**src/rtl/mem_arbiter.sv**
```systemverilog
// mem_arbiter: two-master / one-slave round-robin arbiter for a valid/ready memory bus.
// Master 0 (CPU) and master 1 (DMA/debug) share one downstream slave port. The winning
// request is captured, presented to the slave, and the response is returned registered.
// Optional build macro MEM_ARBITER_TIMEOUT_EN adds a bus-timeout watchdog with a sticky error flag.

package mem_arbiter_pkg;
   localparam int unsigned ADDR_W = 32;
   localparam int unsigned DATA_W = 32;
   localparam int unsigned STRB_W = 4;
   localparam int unsigned CNT_W  = 16;

   typedef struct packed {
      logic [ADDR_W-1:0] addr;
      logic [DATA_W-1:0] wdata;
      logic [STRB_W-1:0] wstrb;
   } mem_req_t;
endpackage

module mem_arbiter
   import mem_arbiter_pkg::*;
#(
   parameter logic [CNT_W-1:0]  TIMEOUT_CYCLES = 16'd1024,
   parameter logic [DATA_W-1:0] TIMEOUT_RDATA  = 32'hdeadbeef
) (
   input  logic              clk,
   input  logic              reset_n,
   input  logic              m0_valid,
   input  logic [ADDR_W-1:0] m0_addr,
   input  logic [DATA_W-1:0] m0_wdata,
   input  logic [STRB_W-1:0] m0_wstrb,
   output logic [DATA_W-1:0] m0_rdata,
   output logic              m0_ready,
   input  logic              m1_valid,
   input  logic [ADDR_W-1:0] m1_addr,
   input  logic [DATA_W-1:0] m1_wdata,
   input  logic [STRB_W-1:0] m1_wstrb,
   output logic [DATA_W-1:0] m1_rdata,
   output logic              m1_ready,
   output logic              s_valid,
   output logic [ADDR_W-1:0] s_addr,
   output logic [DATA_W-1:0] s_wdata,
   output logic [STRB_W-1:0] s_wstrb,
   input  logic [DATA_W-1:0] s_rdata,
   input  logic              s_ready,
   output logic              error
);

   typedef enum logic [2:0] {
      IDLE   = 3'd0,
      GRANT0 = 3'd1,
      GRANT1 = 3'd2,
      RESP0  = 3'd3,
      RESP1  = 3'd4
   } state_e;

   state_e            state_q, state_d;
   logic              last_q, last_d;          // 1: master 1 was granted last
   mem_req_t          req_q, req_d;
   logic              s_valid_q, s_valid_d;
   logic              m0_ready_q, m0_ready_d;
   logic              m1_ready_q, m1_ready_d;
   logic [DATA_W-1:0] m0_rdata_q, m0_rdata_d;
   logic [DATA_W-1:0] m1_rdata_q, m1_rdata_d;

`ifdef MEM_ARBITER_TIMEOUT_EN
   logic [CNT_W-1:0]  cnt_q, cnt_d;
   logic              error_q, error_d;
   logic              timeout_c;

   // Watchdog expiry: last allowed wait cycle reached without a slave response
   assign timeout_c = (cnt_q == (TIMEOUT_CYCLES - CNT_W'(1)));
`endif

   // Arbitration, capture and response sequencing; all outputs derive from next state
   always_comb begin
      state_d    = state_q;
      last_d     = last_q;
      req_d      = req_q;
      m0_rdata_d = m0_rdata_q;
      m1_rdata_d = m1_rdata_q;
`ifdef MEM_ARBITER_TIMEOUT_EN
      cnt_d      = cnt_q;
      error_d    = error_q;
`endif

      case (state_q)
         IDLE: begin
`ifdef MEM_ARBITER_TIMEOUT_EN
            cnt_d = '0;
`endif
            // m0 wins when alone or when m1 held the previous grant
            if (m0_valid && (!m1_valid || last_q)) begin
               state_d     = GRANT0;
               last_d      = 1'b0;
               req_d.addr  = m0_addr;
               req_d.wdata = m0_wdata;
               req_d.wstrb = m0_wstrb;
            end else if (m1_valid) begin
               state_d     = GRANT1;
               last_d      = 1'b1;
               req_d.addr  = m1_addr;
               req_d.wdata = m1_wdata;
               req_d.wstrb = m1_wstrb;
            end
         end
         GRANT0: begin
            if (s_ready) begin
               m0_rdata_d = s_rdata;
               state_d    = RESP0;
            end
`ifdef MEM_ARBITER_TIMEOUT_EN
            else if (timeout_c) begin
               m0_rdata_d = TIMEOUT_RDATA;
               state_d    = RESP0;
               error_d    = 1'b1;
            end else begin
               cnt_d = cnt_q + CNT_W'(1);
            end
`endif
         end
         GRANT1: begin
            if (s_ready) begin
               m1_rdata_d = s_rdata;
               state_d    = RESP1;
            end
`ifdef MEM_ARBITER_TIMEOUT_EN
            else if (timeout_c) begin
               m1_rdata_d = TIMEOUT_RDATA;
               state_d    = RESP1;
               error_d    = 1'b1;
            end else begin
               cnt_d = cnt_q + CNT_W'(1);
            end
`endif
         end
         RESP0, RESP1: begin
            state_d = IDLE;
         end
         default: begin
            state_d = IDLE;
         end
      endcase

      s_valid_d  = (state_d == GRANT0) || (state_d == GRANT1);
      m0_ready_d = (state_d == RESP0);
      m1_ready_d = (state_d == RESP1);
   end

   // State and output registers; reset aborts any access in flight
   always_ff @(posedge clk or negedge reset_n) begin
      if (!reset_n) begin
         state_q    <= IDLE;
         last_q     <= 1'b1;
         req_q      <= '0;
         s_valid_q  <= 1'b0;
         m0_ready_q <= 1'b0;
         m1_ready_q <= 1'b0;
         m0_rdata_q <= '0;
         m1_rdata_q <= '0;
      end else begin
         state_q    <= state_d;
         last_q     <= last_d;
         req_q      <= req_d;
         s_valid_q  <= s_valid_d;
         m0_ready_q <= m0_ready_d;
         m1_ready_q <= m1_ready_d;
         m0_rdata_q <= m0_rdata_d;
         m1_rdata_q <= m1_rdata_d;
      end
   end

`ifdef MEM_ARBITER_TIMEOUT_EN
   // Watchdog counter and sticky timeout flag
   always_ff @(posedge clk or negedge reset_n) begin
      if (!reset_n) begin
         cnt_q   <= '0;
         error_q <= 1'b0;
      end else begin
         cnt_q   <= cnt_d;
         error_q <= error_d;
      end
   end

   assign error = error_q;
`else
   logic unused_timeout_cfg;

   // Timeout parameters have no effect without the watchdog
   assign unused_timeout_cfg = ^{TIMEOUT_CYCLES, TIMEOUT_RDATA};
   assign error              = 1'b0;
`endif

   assign s_valid  = s_valid_q;
   assign s_addr   = req_q.addr;
   assign s_wdata  = req_q.wdata;
   assign s_wstrb  = req_q.wstrb;
   assign m0_ready = m0_ready_q;
   assign m0_rdata = m0_rdata_q;
   assign m1_ready = m1_ready_q;
   assign m1_rdata = m1_rdata_q;

endmodule

```
**config.mk**
```make
export PLATFORM = sky130hd
export DESIGN_NAME = mem_arbiter
export DESIGN_NICKNAME = d
export VERILOG_FILES = /design/src/rtl/mem_arbiter.sv
export SDC_FILE = /design/constraint.sdc
export NUM_CORES = 1
export LEC_CHECK = 0
export CAP_MARGIN = 20
export CORE_UTILIZATION = 37
export CTS_BUF_LIST = sky130_fd_sc_hd__clkbuf_4
export DETAILED_ROUTE_END_ITERATION = 8
export GPL_TIMING_DRIVEN = 0
export HOLD_SLACK_MARGIN = 0.06
export PLACE_DENSITY = 0.8
export SLEW_MARGIN = 20
export SYNTH_ARGS = -nofsm -noshare
export SYNTH_HDL_FRONTEND = slang
export SYNTH_SLANG_ARGS = --single-unit
```
**constraint.sdc**
```tcl
create_clock -name clk -period 1.6 [get_ports clk]
set_clock_uncertainty 0.1 [all_clocks]
set_input_delay 0.32 -clock clk [delete_from_list [all_inputs] [get_ports clk]]
set_output_delay 0.32 -clock clk [all_outputs]
set_load 0.02 [all_outputs]
```
==> results of run 1 <==
kinds of logic after synthesis:
kind of cell           count (synthesis)  share of synthesized area [%]
AOI/OAI and AO/OA                    143                           22.8
DFF                                  139                           60.0
muxes                                 64                           12.4
buffers and inverters                 41                           3.02
and+or+nand+nor                       12                           1.64
other                                  1                         0.0647
report_power, final:
group	total, W	switching, W	internal (W)	leakage [nW]
Sequential	0.00642	0.00114	0.00528	1.59
Combinational	0.0140	0.00599	0.00798	3.21
Clock	0.00217	0.00137	0.000791	0.134
cells in the mapped netlist (2+ instances only):
library cell               number  share of area (%)
sky130_fd_sc_hd__o221a_2       48                9.3
sky130_fd_sc_hd__buf_2         14                1.2
sky130_fd_sc_hd__nor2b_1        2               0.22
sky130_fd_sc_hd__dfrtp_1      138                 60
sky130_fd_sc_hd__o221a_1       20                3.9
sky130_fd_sc_hd__a21oi_1        2               0.17
sky130_fd_sc_hd__mux2_2        64                 12
sky130_fd_sc_hd__a21o_1        68                8.8
sky130_fd_sc_hd__clkbuf_1      25                1.6
sky130_fd_sc_hd__nor4bb_1       3               0.52
metrics by stage:
| stage | TNS, ns | hold slack, ns |
|---|---|---|
| 2_1_floorplan | -4.46 | -0.0756 |
| 3_3_place_gp | -800.54 | 0.389 |
| 3_5_place_dp | -81.63 | 0.214 |
| 4_1_cts | -17.89 | 0.176 |
| 5_1_grt | -19.63 | 0.183 |
| 6_report | -11.92 | 0.191 |
final cells by class:
type                    instances  area [um2]  area share [%]
plain buffers                  37         472            4.32
clock inverters                14         120            1.10
diodes                          1        2.50          0.0229
well taps                     211         264            2.42
repair buffers                392        3590            32.9
flip-flops and latches        139        3480            31.9
inverters                       1        3.75          0.0344
multi-input cells             220        2850            26.1
clock buffers                  18         135            1.24
repair_timing:
action                                  in CTS  in global routing
endpoints found under the hold margin      118                  0
buffers inserted                            25                 48
pin swaps                                   12                 27
gates resized for setup                    630                174
endpoints found under the setup margin     269                208
hold buffers                                 1                  0
gates cloned                                 3                  9
final timing paths:
kind                                   from     endpoint  slack, ns
worst max register to register   state_q[0]  s_wdata[27]      -0.14
worst min-delay path                reset_n  m1_rdata[8]       0.19
worst min register to register  m1_rdata[1]  m1_rdata[1]       0.42
min in group clk                 m1_addr[9]    s_addr[9]       0.28
worst max-delay path             state_q[0]  s_wdata[27]      -0.14
max in group asynchronous           reset_n   state_q[2]       0.46
registers in the layout, indices dropped and copies added (netlist names):
| name | cells |
|---|---|
| m0_rdata | 32 |
| s_addr | 32 |
| s_wdata | 32 |
| state_q | 3 |
| last_q | 1 |
| m0_ready | 1 |
| m1_rdata | 32 |
| m1_ready | 1 |
| s_valid | 1 |
| s_wstrb | 4 |
cells in the final DEF (no fill, tap or decap), drive strengths merged:
cell type	n
diode	1
clkbuf	34
o221a	68
clkinv	6
a211oi	1
nor3	2
a2111oi	1
nand3	2
clkinvlp	3
dlygate4sd3	1
o311a	1
a21oi	2
clkdlybuf4s50	171
nand2	1
bufinv	1
a31oi	1
o21ai	1
nand2b	1
buf	241
nor4bb	3
conb	1
inv	5
a21o	68
mux2	64
or2	1
dfstp	1
dfrtp	138
nor2b	2
critical path, delay by kind of cell (launching register included):
kind | cells | cell delay (ns)
AO/OA/AOI/OAI | 1 | 0.26
buffers and inverters | 3 | 0.45
flip-flops | 1 | 0.48
AND/OR/NAND/NOR | 2 | 0.33
routing by layer:
layer	vias to the layer above	share of wire, %
met5	-	0
met3	32	7.0
met1	2662	38
met4	0	2.2
li1	2373	-
met2	216	53
==> out/summary.md, run 1 <==
Setup violations remaining at the end of the flow were counted as 131. For this run, the register share of the synthesized area comes to 60.0%. Cells fill 71.6% of the core in the end.

Routability-driven placement finished with a final weighted congestion of 0.791. TritonCTS built the clock tree. The logs give 5439 for the number of global-route vias before repair and -0.140 ns for the slack of the critical path.

For this block, the routed nets add up to 20900 um of wire. The clock transition at the registers of the reported paths was 0.13 ns. The die covers 0.0162 mm2. The biggest fanout along the worst timing path was 6; the total grt overflow was 0.

The final reports fail on negative setup slack. Global routing used 23.5% of the available tracks. The share of final-layout standard cells stronger than drive strength 1 was 49.2%.

During I/O placement, the number of pins put on the boundary was 309. Synthesis produced a netlist with a net count of 573. The run gives 0 as the number of hold violations in the final report. The first detailed-routing pass took 4 iterations. The tools report the met2 track utilization from global routing as 40.9%.

The first global-routing pass estimated 29000 um of wire. The number of standard cells after synthesis was 400. The logs give 0.0153 mm2 for the area inside the core boundary and 0.00580 mm2 for the synthesized cell area. The largest net degree at the start of global routing is 73. Summed over all nets, the half-perimeter wirelength after detailed placement is 13400 um.

Using the TritonRoute via totals, the vias-per-cell ratio works out to 5.11. The library cell used as clock root buffer was sky130_fd_sc_hd__clkbuf_4. Most utilized layer in the global route result: met2.

After the first detailed-routing iteration, the DRC count stood at 191. The flow ran to the end, but the final reports show violations. The leakage power figure was 4.93 nW; the max-slew violation count was 0.

Setup repair after global routing could not meet its margin everywhere. Counting tap cells, the placed design contains a total of 919 instances. The quantity of I/O buffers inserted on ports was 307.

Worst path required time: 1.93 ns. The number of distinct library cells after synthesis was 26. The synthesized design contains 0 enable-type register cells.

The initial standard-cell utilization of the core is 38.0%. Across the run, the number of max-cap violations was 0. Clock latency on the worst-skew pair, taken at its later pin, is 0.55 ns.

The largest single stage delay on the critical path is 0.48 ns. Based on the critical path, the design can be clocked at up to 0.575 GHz. The logs give 2.07 ns for the critical path arrival and 2 for the buffer levels on the longest clock path.

The met1 usage was 27.1%; the post-detailed-route wirelength per cell was 20.2 um. The floorplan die width was 127 um. Overall power consumption after layout is estimated at 0.0225 W. For this run, global-route usage on met3 was measured as 7.04%. For the initial antenna violation count, the log shows 1. The average instance in the mapped netlist occupies 14.5 um2. The filler cells instantiated in the layout total 999. For the worst slack at placement, the log shows -1.04 ns.

After detailed placement, the total cell area comes to 0.00949 mm2. The initialized floorplan defines 45 standard-cell rows. Class of the tightest hold or removal check: input pin to asynchronous set/reset pin. The area growth from synthesis to final layout is 88.4%, and the number of nets in the finished design is 981.

The worst-case IR drop observed on VDD is 0.00104 V. In the routed design, unresolved DRC markers number 0. Main flop type after synthesis: sky130_fd_sc_hd__dfrtp_1. At the pin with the least slew margin, the transition time is 0.534 ns.

Measured against its own limit, the worst slew margin works out to 64.4%. Counting every sink on the clock net gives 139. After synthesis the netlist holds a flip-flop and latch count of 139. The critical path goes through nor3_4 -> buf_6 -> nand3_4 -> clkbuf_16 -> buf_8 -> o221a_1. The routed via count was 5283.

The tools report the kind of end point of the critical path as a flip-flop. The count of nets left with antenna violations after detail routing was 0; the count of placed standard cells in the final layout, fillers left out was 1033. Power spread over the standard cell area amounts to 2060 mW/mm2.

The tools report the kind of start point of the critical path as a flip-flop. Minimum period implied by the final worst setup slack: 1.74 ns. The worst setup path is of the flip-flop to flip-flop kind. Of the available clock period, the critical path in the final layout requires 109%. Cell count of the worst reg-to-reg path: 6.

For this run, the number of Yosys warnings is 0. The critical path's slowest cell is sky130_fd_sc_hd__dfrtp_2. The async set-reset flop share out of synthesis is 100%.

Clock tree synthesis inserted a total of 17 buffers. In this run the vertical extent of the chip is 127 um. Area of all placed cells without fillers: 0.0109 mm2. The H-tree depth reported by CTS is 4.
Power figures use the tool's default switching activity.
==> run 2, diff against run 1 <==
Settings changed: CAP_MARGIN 20 to 30, CORE_UTILIZATION 37 to 40, PLACE_DENSITY 0.8 to 0.83.
Clock period 1.6 ns to 1.7 ns, I/O delays scaled along.
==> run 2 against run 1 <==
Effect of this change: the flow still finishes with violations (negative setup slack); global-route usage increased by 1.1 points; setup slack improved by 0.056 ns; register-to-register slack improved by 0.06 ns; maximum frequency decreased by 2.4%; final area decreased by 15%; combinational power decreased by 32%; final cell count decreased by 8.5%; largest cell class is now sequential cells; clock power increased by 2%; largest power group unchanged; utilization decreased by 5.1 points.
==> out/summary.md, run 2 (synthesis results as in run 1) <==
The run finished, with violations left. The final reports fail on negative setup slack. In this run, CTS created clock tree buffers numbering 17. For the largest net degree at the start of global routing, the log shows 74. The core region is 0.0140 mm2. The clock passes through at most 2 buffers. Global routing finished with a remaining overflow of 0. In the final design database the tool counted 925 nets. The floorplan has 43 rows. The share of final-layout standard cells stronger than drive strength 1 was 45.2%; the share of the clock period used by the worst path after layout was 105%. The tools report the count of nets left with antenna violations after detail routing as 0. After the first detailed-routing iteration, the DRC count stood at 219. Prior to clock tree synthesis, the placed netlist has a worst setup slack of -0.898 ns. Walking the worst path, the cells encountered are nor3_4 -> buf_6 -> nand3_4 -> clkbuf_16 -> buf_8 -> o221a_1.

The routed layout has 4995 vias. In this design, the stage delay of the slowest critical-path cell is 0.47 ns. In the layout the commonest cells are sky130_fd_sc_hd__clkdlybuf4s50_1 (171), sky130_fd_sc_hd__dfrtp_1 (136), sky130_fd_sc_hd__buf_2 (73), sky130_fd_sc_hd__a21o_1 (68), sky130_fd_sc_hd__mux2_2 (63). The tools report the initial standard-cell utilization of the core as 41.4%. For the finished layout, the period the worst path requires is 1.78 ns. Critical path start-end classification: flip-flop to flip-flop.

During placement, the flow inserted port buffers numbering 307. Number of hold violations in the final report: 0. The area of the die is 0.0150 mm2, and the final-layout fill cell count is 1090. At the end of routability-driven placement, the weighted congestion stood at 0.774. Among all stages on the critical path, the largest delay is contributed by sky130_fd_sc_hd__dfrtp_2. 309 I/O pins were placed. Max-cap violations in this run came to 0. The via-per-instance ratio was 5.29. The clock reaches the later pin of the worst-skew pair after 0.52 ns. STA puts the critical path data arrival time at 2.10 ns.

In the final routed layout, each cell accounts on average for 19.6 um. For this design, the sink count on the clock tree is 139. Setup repair after global routing could not meet its margin everywhere. For this run, design rule violations remaining after detail routing come to 0. At the pin with the least slew margin, the transition time is 0.512 ns. Clock-pin slew was measured on the worst setup and hold paths at 0.12 ns.

Maximum frequency from static timing analysis: 0.561 GHz. The run gives 5467 as the number of global-route vias before repair. The logs give 65.9% for the headroom to the max-slew limit and -0.08 ns for the internal reg-to-reg setup slack. Worst supply voltage drop on vdd: 0.00101 V. The slack of the critical path is -0.0832 ns. The run gives 1 as the initial antenna violation count.

The path class of the tightest hold or removal check is input pin to asynchronous set/reset pin. Before antenna repair, the detailed router went through 5 iterations. Relative to the synthesized area, the layout overhead comes to 60.4%. Detailed placer's ending HPWL: 13500 um.

The biggest fanout along the worst timing path is 10. The kind of end point of the critical path was a flip-flop. The completed layout was analyzed and its total power is 0.0176 W. STA puts the critical path data required time at 2.02 ns. In this run the static leakage power is 4.14 nW. Kind of start point of the critical path: a flip-flop. The first global-routing pass estimated 27800 um of wire. For this design the ratio of total power to cell area is 1900 mW/mm2.

The run gives 54 as the final count of negative-setup-slack endpoints. The max-slew violation count was 0; the count of placed standard cells in the final layout, fillers left out was 945. Library cell used as clock root buffer: sky130_fd_sc_hd__clkbuf_4. TritonCTS built the clock tree. Height of the chip: 122 um. The tools report the wire length after detailed routing as 18500 um. The run gives 888 as the number of placed cells counting well taps.

In this run the number of H-tree levels came out at 4. The die is 122 um wide. The most frequent standard cell in the layout excluding fill and tap cells is sky130_fd_sc_hd__clkdlybuf4s50_1.

Overall routing resource usage: 24.6%.
## run 2: changes by cell type in the layout (fill, tap and decap cells not counted), sizes merged
cell           delta
buf             -125
clkbuf           +45
clkdlybuf4s15    +24
bufinv            +2
inv               -2
clkinvlp          -1
## run 2: final timing paths
path	start	endpoint	cells after the start
min	reset_n	m1_rdata[15]	2
max in group asynchronous	reset_n	last_q	3
max	state_q[1]	s_addr[7]	6
min reg2reg	m0_rdata[25]	m0_rdata[25]	1
max reg2reg	state_q[1]	s_addr[7]	6
min in group clk	m1_wdata[29]	s_wdata[29]	2
## run 2: layer usage
| layer | wire length [um] | global-route usage [%] | vias to the layer above |
|---|---|---|---|
| met2 | 9450 | 44.0 | 241 |
| met1 | 7180 | 27.3 | 2463 |
| met4 | 411 | 8.08 | 0 |
| li1 | - | - | 2259 |
| met3 | 1500 | 8.27 | 32 |
| met5 | 0 | 0 | - |
## run 2: final cells by class
class	count	area, um2	share of cell area (%)
multi-input cells	220	2180	23.5
diodes	1	2.50	0.0269
plain buffers	38	314	3.38
inverters	1	3.75	0.0404
flip-flops and latches	139	3480	37.4
repair buffers	335	2800	30.2
clock inverters	13	150	1.61
well taps	180	225	2.42
clock buffers	18	135	1.45
## run 2: through the flow
stage	instance area [um2]	setup TNS, ns	hold slack [ns]	utilization (%)
finish	9300	-1.82	0.243	66.5
global route	9300	-11.81	0.234	66.5
CTS	9810	-2.20	0.217	70.1
detailed placement	9190	-70.95	0.215	65.7
global placement	9150	-759.94	0.388	65.4
floorplan	5860	0	-0.0556	-
## run 2: repair_timing
item	in CTS	in global routing
endpoints found under the setup margin	263	246
hold buffers	1	0
hold endpoints to repair	66	0
resized for setup	413	119
pin swaps	1	0
setup buffers	12	14
gates cloned	1	0
## run 2: report_power, final
group	leakage, nW	switching, W	internal [W]
Sequential	1.59	0.000919	0.00496
Combinational	2.40	0.00488	0.00465
Clock	0.153	0.00119	0.00102
## run 2: worst max-delay path: cells and delay by family (launching register included)
kind	cells	cell delay, ns
DFF	1	0.47
and+or+nand+nor	2	0.38
AOI/OAI and AO/OA	1	0.25
buffers and inverters	3	0.49
==> run 3, diff against run 2 <==
Settings changed: CAP_MARGIN 30 to 20.
==> results of run 3 <==
Final layout, timing and power as in run 2 (identical DEF).
